===== config.mk =====
export PLATFORM = sky130hd
export DESIGN_NAME = seg_scan_driver
export DESIGN_NICKNAME = d
export VERILOG_FILES = /design/src/rtl/seg_scan_driver.sv
export SDC_FILE = /design/constraint.sdc
export NUM_CORES = 1
export LEC_CHECK = 0
export BUFFER_PORTS_ARGS = -buffer_cell sky130_fd_sc_hd__buf_2
export CAP_MARGIN = 5
export CORE_AREA = 2 2 68 70
export DETAILED_ROUTE_END_ITERATION = 8
export DIE_AREA = 0 0 70 72
export PLACE_DENSITY = 0.8
export SYNTH_ARGS = -nofsm -noshare
export SYNTH_HDL_FRONTEND = slang
export SYNTH_SLANG_ARGS = --single-unit

===== constraint.sdc =====
create_clock -name sclk -period 3.2 [get_ports sclk]
set_input_delay 0.32 -clock sclk [delete_from_list [all_inputs] [get_ports sclk]]
set_output_delay 0.32 -clock sclk [all_outputs]
set_load 0.02 [all_outputs]

===== src/rtl/seg_scan_driver.sv =====
// Four-digit multiplexed 7-segment scan driver with per-digit blink and decimal point.
// Optional leading-zero blanking is enabled by defining SEG_SCAN_LEADING_ZERO_BLANK_EN.
module seg_scan_driver (
  input  logic        sclk,
  input  logic        rst_n,
  input  logic        scan_clk,
  input  logic        blink_clk,
  input  logic [15:0] digits,
  input  logic [3:0]  blink_mask,
  input  logic [3:0]  dp_mask,
  output logic [3:0]  an,
  output logic [6:0]  seg,
  output logic        dp
);

  // Active-low hex decode, bit order {g,f,e,d,c,b,a}
  function automatic logic [6:0] hex_to_seg(input logic [3:0] value);
    logic [6:0] pattern;
    case (value)
      4'h0:    pattern = 7'h40;
      4'h1:    pattern = 7'h79;
      4'h2:    pattern = 7'h24;
      4'h3:    pattern = 7'h30;
      4'h4:    pattern = 7'h19;
      4'h5:    pattern = 7'h12;
      4'h6:    pattern = 7'h02;
      4'h7:    pattern = 7'h78;
      4'h8:    pattern = 7'h00;
      4'h9:    pattern = 7'h10;
      4'hA:    pattern = 7'h08;
      4'hB:    pattern = 7'h03;
      4'hC:    pattern = 7'h46;
      4'hD:    pattern = 7'h21;
      4'hE:    pattern = 7'h06;
      4'hF:    pattern = 7'h0E;
      default: pattern = 7'h7F;
    endcase
    return pattern;
  endfunction

  logic [1:0]  scan_sync_q;
  logic        scan_hist_q;
  logic [1:0]  blink_sync_q;
  logic        blink_hist_q;
  logic [1:0]  idx_q,        idx_d;
  logic        phase_q,      phase_d;
  logic [15:0] snap_dig_q,   snap_dig_d;
  logic [3:0]  snap_blink_q, snap_blink_d;
  logic [3:0]  snap_dp_q,    snap_dp_d;
  logic [3:0]  an_q,         an_d;
  logic [6:0]  seg_q,        seg_d;
  logic        dp_q,         dp_d;
  logic        scan_stb_s;
  logic        blink_stb_s;
  logic [3:0]  nib_s;
  logic        blank_s;

  // Rising-edge strobes from the synchronised level inputs
  assign scan_stb_s  = scan_sync_q[1]  & ~scan_hist_q;
  assign blink_stb_s = blink_sync_q[1] & ~blink_hist_q;

  // Synchronizers, edge-history flops and all scan/display state
  always_ff @(posedge sclk or negedge rst_n) begin
    if (!rst_n) begin
      scan_sync_q  <= 2'b00;
      scan_hist_q  <= 1'b0;
      blink_sync_q <= 2'b00;
      blink_hist_q <= 1'b0;
      idx_q        <= 2'd3;
      phase_q      <= 1'b0;
      snap_dig_q   <= 16'h0000;
      snap_blink_q <= 4'h0;
      snap_dp_q    <= 4'h0;
      an_q         <= 4'b1111;
      seg_q        <= 7'h7F;
      dp_q         <= 1'b1;
    end else begin
      scan_sync_q  <= {scan_sync_q[0], scan_clk};
      scan_hist_q  <= scan_sync_q[1];
      blink_sync_q <= {blink_sync_q[0], blink_clk};
      blink_hist_q <= blink_sync_q[1];
      idx_q        <= idx_d;
      phase_q      <= phase_d;
      snap_dig_q   <= snap_dig_d;
      snap_blink_q <= snap_blink_d;
      snap_dp_q    <= snap_dp_d;
      an_q         <= an_d;
      seg_q        <= seg_d;
      dp_q         <= dp_d;
    end
  end

  // Next index, snapshot, blink phase and outputs; outputs use the post-update state
  always_comb begin
    idx_d        = idx_q;
    snap_dig_d   = snap_dig_q;
    snap_blink_d = snap_blink_q;
    snap_dp_d    = snap_dp_q;
    an_d         = an_q;
    seg_d        = seg_q;
    dp_d         = dp_q;
    nib_s        = 4'h0;
    blank_s      = 1'b0;
    phase_d      = blink_stb_s ? ~phase_q : phase_q;
    if (scan_stb_s) begin
      idx_d = idx_q + 2'd1;
      if (idx_d == 2'd0) begin
        snap_dig_d   = digits;
        snap_blink_d = blink_mask;
        snap_dp_d    = dp_mask;
      end else begin
        snap_dig_d   = snap_dig_q;
      end
      nib_s   = snap_dig_d[{idx_d, 2'b00} +: 4];
      blank_s = phase_d & snap_blink_d[idx_d];
`ifdef SEG_SCAN_LEADING_ZERO_BLANK_EN
      blank_s = blank_s
              | ((idx_d == 2'd3) & (snap_dig_d[15:12] == 4'h0))
              | ((idx_d == 2'd2) & (snap_dig_d[15:8] == 8'h00));
`endif
      if (blank_s) begin
        an_d  = 4'b1111;
        seg_d = 7'h7F;
        dp_d  = 1'b1;
      end else begin
        an_d  = ~(4'b0001 << idx_d);
        seg_d = hex_to_seg(nib_s);
        dp_d  = ~snap_dp_d[idx_d];
      end
    end else begin
      idx_d = idx_q;
    end
  end

  assign an  = an_q;
  assign seg = seg_q;
  assign dp  = dp_q;

endmodule


==> flow_metrics.env, run 1 <==
export IMPL_result_of_the_run="finished clean"
export IMPL_die_w_microns=70
export IMPL_via_count=1416
export IMPL_combined_flip_flop_and_latch_cell_area_sq_um=1140
export IMPL_timing_worst_slew_pin_value_ps=960
export IMPL_start_util=0.538
export IMPL_num_antenna_cells=0
export IMPL_layout_nets=244
export IMPL_grt_antenna_before_repair=0
export IMPL_layout_cells_most_common="buf_2"
export IMPL_hold_violations=0
export IMPL_gp_congestion=0.825
export IMPL_grt_use_total=0.179
export IMPL_power_leakage_nw=1.15
export IMPL_layout_drive_gt1_share=0.406
export IMPL_powerDensity_nw_per_um2=1240
export IMPL_wire_per_inst_microns=15.7
export IMPL_yosysSeqAreaShare=0.498
export IMPL_seq_power_share=0.313
export IMPL_async_flop_share=1.00
export IMPL_rsz0062_at_grt="no"
export IMPL_cts_num_sinks=45
export IMPL_cp_required_ps=3420
export IMPL_avgViaCountPerCell=5.47
export IMPL_tritoncts="yes"
export IMPL_setup_viol_count_final=0
export IMPL_finalWirelength_mm=4.08
export IMPL_post_cts_repair_setup_buffers=0
export IMPL_num_fill_cells=352
export IMPL_max_clk_rate_mhz=340
export IMPL_drtPass1Iterations=4
export IMPL_vdd_ir_drop_max_v=0.000838
export IMPL_worst_clock_skew_ps=4.19
export IMPL_cts_made_buffers=5
export IMPL_multiInputGateArea_sq_um=1070
export IMPL_p_comb_frac=0.578
export IMPL_power_frac_clock=0.109
export IMPL_wl_met2_mm=1.90
export IMPL_met3_length_microns=178
export IMPL_worst_path_max_fanout=6
export IMPL_classification_of_the_worst_slack_hold_path="in -> reg"
export IMPL_post_layout_total_power_mw=3.26
export IMPL_post_route_min_period_ps=2940
export IMPL_timing_critical_path_arrival_ps=3170
export IMPL_synth_edff_count=0
export IMPL_endpoint_kind="register"
export IMPL_cts_htree_levels=2
export IMPL_final_setup_tns_ps=0
export IMPL_max_clock_path_buffers=2
export IMPL_timing_critical_path_from_type="register"
export IMPL_drc=0
export IMPL_grt_overflow_total=0
export IMPL_timing_final_max_slew_violations=0
export IMPL_routedLengthMet1_mm=1.94
export IMPL_synth_ff_latch_count=45
export IMPL_highest_signal_layer="met4"
export IMPL_internal_power_mw=1.96
export IMPL_switching_power_mw=1.30
export IMPL_grt_first_pass_wirelength_mm=6.99
export IMPL_slew_headroom=0.360
export IMPL_post_route_period_util=0.920
export IMPL_synth_area_sq_um=2290
export IMPL_synthCells=164
export IMPL_highest_count_cells_in_the_layout_ignoring_fill_and_taps="39 x buf_2, 31 x dfrtp_1, 25 x mux2_1, 14 x dfstp_2, 12 x mux4_2"
export IMPL_areaGrowthSynthToFinish_pct=14.6
export IMPL_portBuffers=39
export IMPL_clk_pin_slew_ps=90
export IMPL_via_count_of_the_first_global_routing_pass=1417
export IMPL_root_buffer="clkbuf_8"
export IMPL_design_core_area_sq_um=4260
export IMPL_cts_hold_buffers=0
export IMPL_dieHeight_microns=72
export IMPL_synthesis_area_per_instance_sq_um=14.0
export IMPL_largest_net_degree_at_the_start_of_global_routing=46
export IMPL_ant_nets=0
export IMPL_clk_latency_ps=300
export IMPL_rows=24
export IMPL_synth_flop_cell="dfrtp_1"
export IMPL_io_pins=40
export IMPL_cts_resized=0
export IMPL_drv_cap=0
export IMPL_post_synth_num_cell_types=32
export IMPL_die_area_sq_um=5040
export IMPL_post_dp_hpwl_mm=3.04
export IMPL_switching_power_share_of_the_total=0.398
export IMPL_ys_warnings_count=0
export IMPL_number_of_design_rule_violations_left_by_the_first_detailed_router_iteration=114
export IMPL_synth_nets=202
export IMPL_timing_worst_setup_path_type="reg -> reg"
## cell usage after synthesis (all sizes together) (3+ instances only)
master	number	area, sq um
mux4	12	270
inv	6	22.5
mux2	26	297
dfrtp	31	776
ha	10	125
mux2i	9	115
nor2	10	37.5
dfstp	14	368
buf	9	56.3
a21oi	8	43.8
nand2	7	26.3
o221ai	3	26.3
o21a	4	30.0
## worst max-delay path, stage by stage (launching register included)
cell and delay, ps:
dfstp_2 610, ha_1 370, mux4_2 550, mux2i_1 350, inv_1 170, ha_1 270
or3b_1 380, o221ai_1 80, a21oi_1 90
## state kept, by name, indices dropped and copies added (netlist names)
signal        count
idx_q             2
phase_q           1
an                4
snap_blink_q      4
blink_hist_q      1
snap_dig_q       16
scan_sync_q       2
seg               7
dp                1
blink_sync_q      2
snap_dp_q         4
scan_hist_q       1
## metrics by stage
stage | worst slack (ps) | instance area (sq um) | hold WS (ps) | utilization | cells
2_1_floorplan | 360 | 2290 | 24.4 | - | 164
3_3_place_gp | 368 | 2540 | 336 | 0.596 | 251
3_5_place_dp | 281 | 2540 | 339 | 0.596 | 251
4_1_cts | 261 | 2630 | 115 | 0.617 | 259
5_1_grt | 133 | 2630 | 107 | 0.617 | 259
6_report | 256 | 2630 | 123 | 0.617 | 259
## cells by family after synthesis
| family | after synthesis | share of synthesized area |
|---|---|---|
| buffers and inverters | 16 | 0.0360 |
| XOR/XNOR | 3 | 0.0115 |
| adder cells (fa/ha/maj) | 10 | 0.0545 |
| multiplexers | 47 | 0.297 |
| AO/OA/AOI/OAI | 20 | 0.0578 |
| AND/OR/NAND/NOR | 23 | 0.0447 |
| flip-flops | 45 | 0.498 |
## power by group through the flow
stage / Combinational (mW) / Sequential, mW / Clock, mW
CTS: 1.89 / 1.02 / 0.368
finish: 1.89 / 1.02 / 0.355
global placement: 1.85 / 1.02 / 0
global route: 2.07 / 1.06 / 0.390
floorplan: 1.45 / 1.09 / 0
detailed placement: 1.88 / 1.04 / 0
## final timing paths
| path | startpoint | endpoint | slack, ps | depth (start not counted) |
|---|---|---|---|---|
| setup / recovery | idx_q[0] | seg[0] | 260 | 8 |
| hold / removal | blink_clk | blink_sync_q[0] | 120 | 1 |
| setup reg to reg | idx_q[0] | seg[0] | 260 | 8 |
| hold reg to reg | blink_sync_q[0] | blink_sync_q[1] | 360 | 0 |
| max in group asynchronous | rst_n | snap_dig_q[14] | 2440 | 1 |
| min in group asynchronous | rst_n | blink_hist_q | 170 | 1 |
## routing by layer
layer  up-vias  GRT usage
li1        670          -
met1       703      0.246
met2        36      0.289
met3         7     0.0389
met4         0     0.0577
met5         -          0
## area by class of cell
| class | instances | area share |
|---|---|---|
| sequential | 45 | 0.435 |
| inverter | 6 | 0.00856 |
| clock buffer | 5 | 0.0262 |
| timing repair buffer | 45 | 0.0913 |
| multi-input combinational | 103 | 0.406 |
| tap | 52 | 0.0247 |
| clock inverter | 3 | 0.00809 |
Note: power is estimated with default switching activity, not from simulation.
==> run 2, diff against run 1 <==
--- a/config.mk
+++ b/config.mk
@@ -7,10 +7,10 @@
 export LEC_CHECK = 0
 export BUFFER_PORTS_ARGS = -buffer_cell sky130_fd_sc_hd__buf_2
 export CAP_MARGIN = 5
-export CORE_AREA = 2 2 68 70
+export CORE_AREA = 2 2 65 67
 export DETAILED_ROUTE_END_ITERATION = 8
-export DIE_AREA = 0 0 70 72
-export PLACE_DENSITY = 0.8
+export DIE_AREA = 0 0 67 69
+export PLACE_DENSITY = 0.86
 export SYNTH_ARGS = -nofsm -noshare
 export SYNTH_HDL_FRONTEND = slang
 export SYNTH_SLANG_ARGS = --single-unit
==> constraint.sdc (replaced) <==
create_clock -name sclk -period 3.4 [get_ports sclk]
set_input_delay 0.34 -clock sclk [delete_from_list [all_inputs] [get_ports sclk]]
set_output_delay 0.34 -clock sclk [all_outputs]
set_load 0.02 [all_outputs]
==> run 2 against run 1 <==
Net effect: routed wire length increased by 11%; combinational power is 3% lower; via count grew 4.4%; flip-flop and latch count unchanged; critical path type unchanged; largest cell class unchanged.
==> flow_metrics.env, run 2 (synthesis gave the netlist of run 1 again) <==
export IMPL_result_of_the_run="finished clean"
export IMPL_cts_resized=0
export IMPL_vdd_ir_drop_max_v=0.000686
export IMPL_power_leakage_nw=1.14
export IMPL_layout_drive_gt1_share=0.400
export IMPL_final_setup_tns_ps=0
export IMPL_seq_power_share=0.309
export IMPL_drv_cap=0
export IMPL_finalWirelength_mm=4.54
export IMPL_drc=0
export IMPL_worst_path_max_fanout=6
export IMPL_post_route_min_period_ps=3030
export IMPL_post_route_worst_setup_slack_ps=375
export IMPL_grt_first_pass_wirelength_mm=7.87
export IMPL_timing_final_max_slew_violations=0
export IMPL_cp_common_cell="ha_1"
export IMPL_slew_headroom=0.306
export IMPL_ant_nets=0
export IMPL_post_layout_total_power_mw=3.14
export IMPL_rsz0062_at_grt="no"
export IMPL_layout_nets=242
export IMPL_rows=23
export IMPL_num_fill_cells=311
export IMPL_cp_required_ps=3620
export IMPL_dieHeight_microns=69
export IMPL_endpoint_kind="register"
export IMPL_drtPass1Iterations=4
export IMPL_worst_path_largest_cell_delay_ps=620
export IMPL_highest_count_cells_in_the_layout_ignoring_fill_and_taps="39 x buf_2, 31 x dfrtp_1, 25 x mux2_1, 14 x dfstp_2, 12 x mux4_2"
export IMPL_max_flop_register="snap_dig_q"
export IMPL_number_of_design_rule_violations_left_by_the_first_detailed_router_iteration=99
export IMPL_portBuffers=39
export IMPL_die_area_sq_um=4620
export IMPL_areaGrowthSynthToFinish_pct=13.7
export IMPL_num_antenna_cells=0
export IMPL_cts_made_buffers=5
export IMPL_p_comb_frac=0.586
export IMPL_clk_pin_slew_ps=90
export IMPL_timing_worst_setup_path_type="reg -> reg"
export IMPL_cts_hold_buffers=0
export IMPL_layout_cells_most_common="buf_2"
export IMPL_tritoncts="yes"
export IMPL_die_w_microns=67
export IMPL_switching_power_mw=1.29
export IMPL_root_buffer="clkbuf_8"
export IMPL_critical_path_cell_by_cell="ha_1 > mux4_2 > mux2i_1 > inv_1 > ha_1 > or3b_1 > o221ai_1 > a21oi_1"
export IMPL_largest_reg_flops=16
export IMPL_cts_htree_levels=2
export IMPL_timing_critical_path_arrival_ps=3250
export IMPL_max_clock_path_buffers=2
export IMPL_critPathSlowestCell="dfstp_2"
export IMPL_wire_per_inst_microns=17.8
export IMPL_via_count=1479
export IMPL_timing_critical_path_from_type="register"
export IMPL_post_cts_repair_setup_buffers=0
export IMPL_classification_of_the_worst_slack_hold_path="in -> reg"
export IMPL_post_dp_hpwl_mm=3.24
export IMPL_gp_congestion=1.01
export IMPL_cts_num_sinks=45
export IMPL_via_count_of_the_first_global_routing_pass=1594
export IMPL_clk_latency_ps=310
export IMPL_io_pins=40
export IMPL_timing_worst_slew_pin_value_ps=1040
export IMPL_power_frac_clock=0.105
export IMPL_grt_antenna_before_repair=0
export IMPL_design_core_area_sq_um=3910
export IMPL_dp_worst_setup_slack_ps=405
export IMPL_max_clk_rate_mhz=331
export IMPL_worst_clock_skew_ps=5.12
export IMPL_start_util=0.586
export IMPL_powerDensity_nw_per_um2=1200
export IMPL_grt_overflow_total=0
export IMPL_setup_viol_count_final=0
export IMPL_grt_use_total=0.228
export IMPL_avgViaCountPerCell=5.80
export IMPL_post_route_period_util=0.890
export IMPL_largest_net_degree_at_the_start_of_global_routing=46
export IMPL_switching_power_share_of_the_total=0.413
export IMPL_internal_power_mw=1.84
export IMPL_hold_violations=0
-- run 2: path summary, 6_finish.rpt --
kind,from,endpoint,slack [ps],cells past startpoint
worst min register to register,scan_sync_q[0],scan_sync_q[1],360,0
worst max-delay path,idx_q[0],seg[0],370,8
worst min-delay path,blink_clk,blink_sync_q[0],140,1
min in group asynchronous,rst_n,scan_sync_q[1],180,1
worst max register to register,idx_q[0],seg[0],370,8
max in group asynchronous,rst_n,snap_dig_q[6],2620,1
-- run 2: through the flow --
step	hold slack [ps]	std cells	utilization	area, sq um
after floorplan	44.4	164	-	2290
after CTS	127	255	0.667	2610
final	135	255	0.667	2610
after global placement	336	247	0.645	2520
after detailed placement	340	247	0.645	2520
after global routing	127	255	0.667	2610
-- run 2: metal layers --
layer,part of all wire,track usage,vias up
met5,0,0,-
met4,0.016,0.0816,0
met3,0.048,0.0620,7
met2,0.52,0.365,49
met1,0.42,0.297,755
li1,-,-,668
-- run 2: final cells by class --
cell class              count  area, sq um  share of cell area
well taps                  50         62.6              0.0240
inverters                   6         22.5             0.00863
multi-input cells         103         1070               0.410
clock inverters             3         17.5             0.00671
flip-flops and latches     45         1140               0.438
repair buffers             43          225              0.0863
clock buffers               5         68.8              0.0264
-- run 2: power groups by stage --
stage               combinational (mW)  sequential, mW  clock [mW]
detailed placement                1.80           0.977           0
floorplan                         1.37            1.03           0
global placement                  1.68           0.954           0
CTS                               1.83           0.967       0.335
global route                      1.99           0.998       0.361
finish                            1.84           0.970       0.329
-- run 2: worst max-delay path: cells and delay by family, from the launching register on --
kind                     cells  cell delay, ps
AO/OA/AOI/OAI                2             190
adder cells (fa/ha/maj)      2             640
buffers and inverters        1             180
flip-flops                   1             620
multiplexers                 2             910
AND/OR/NAND/NOR              1             400
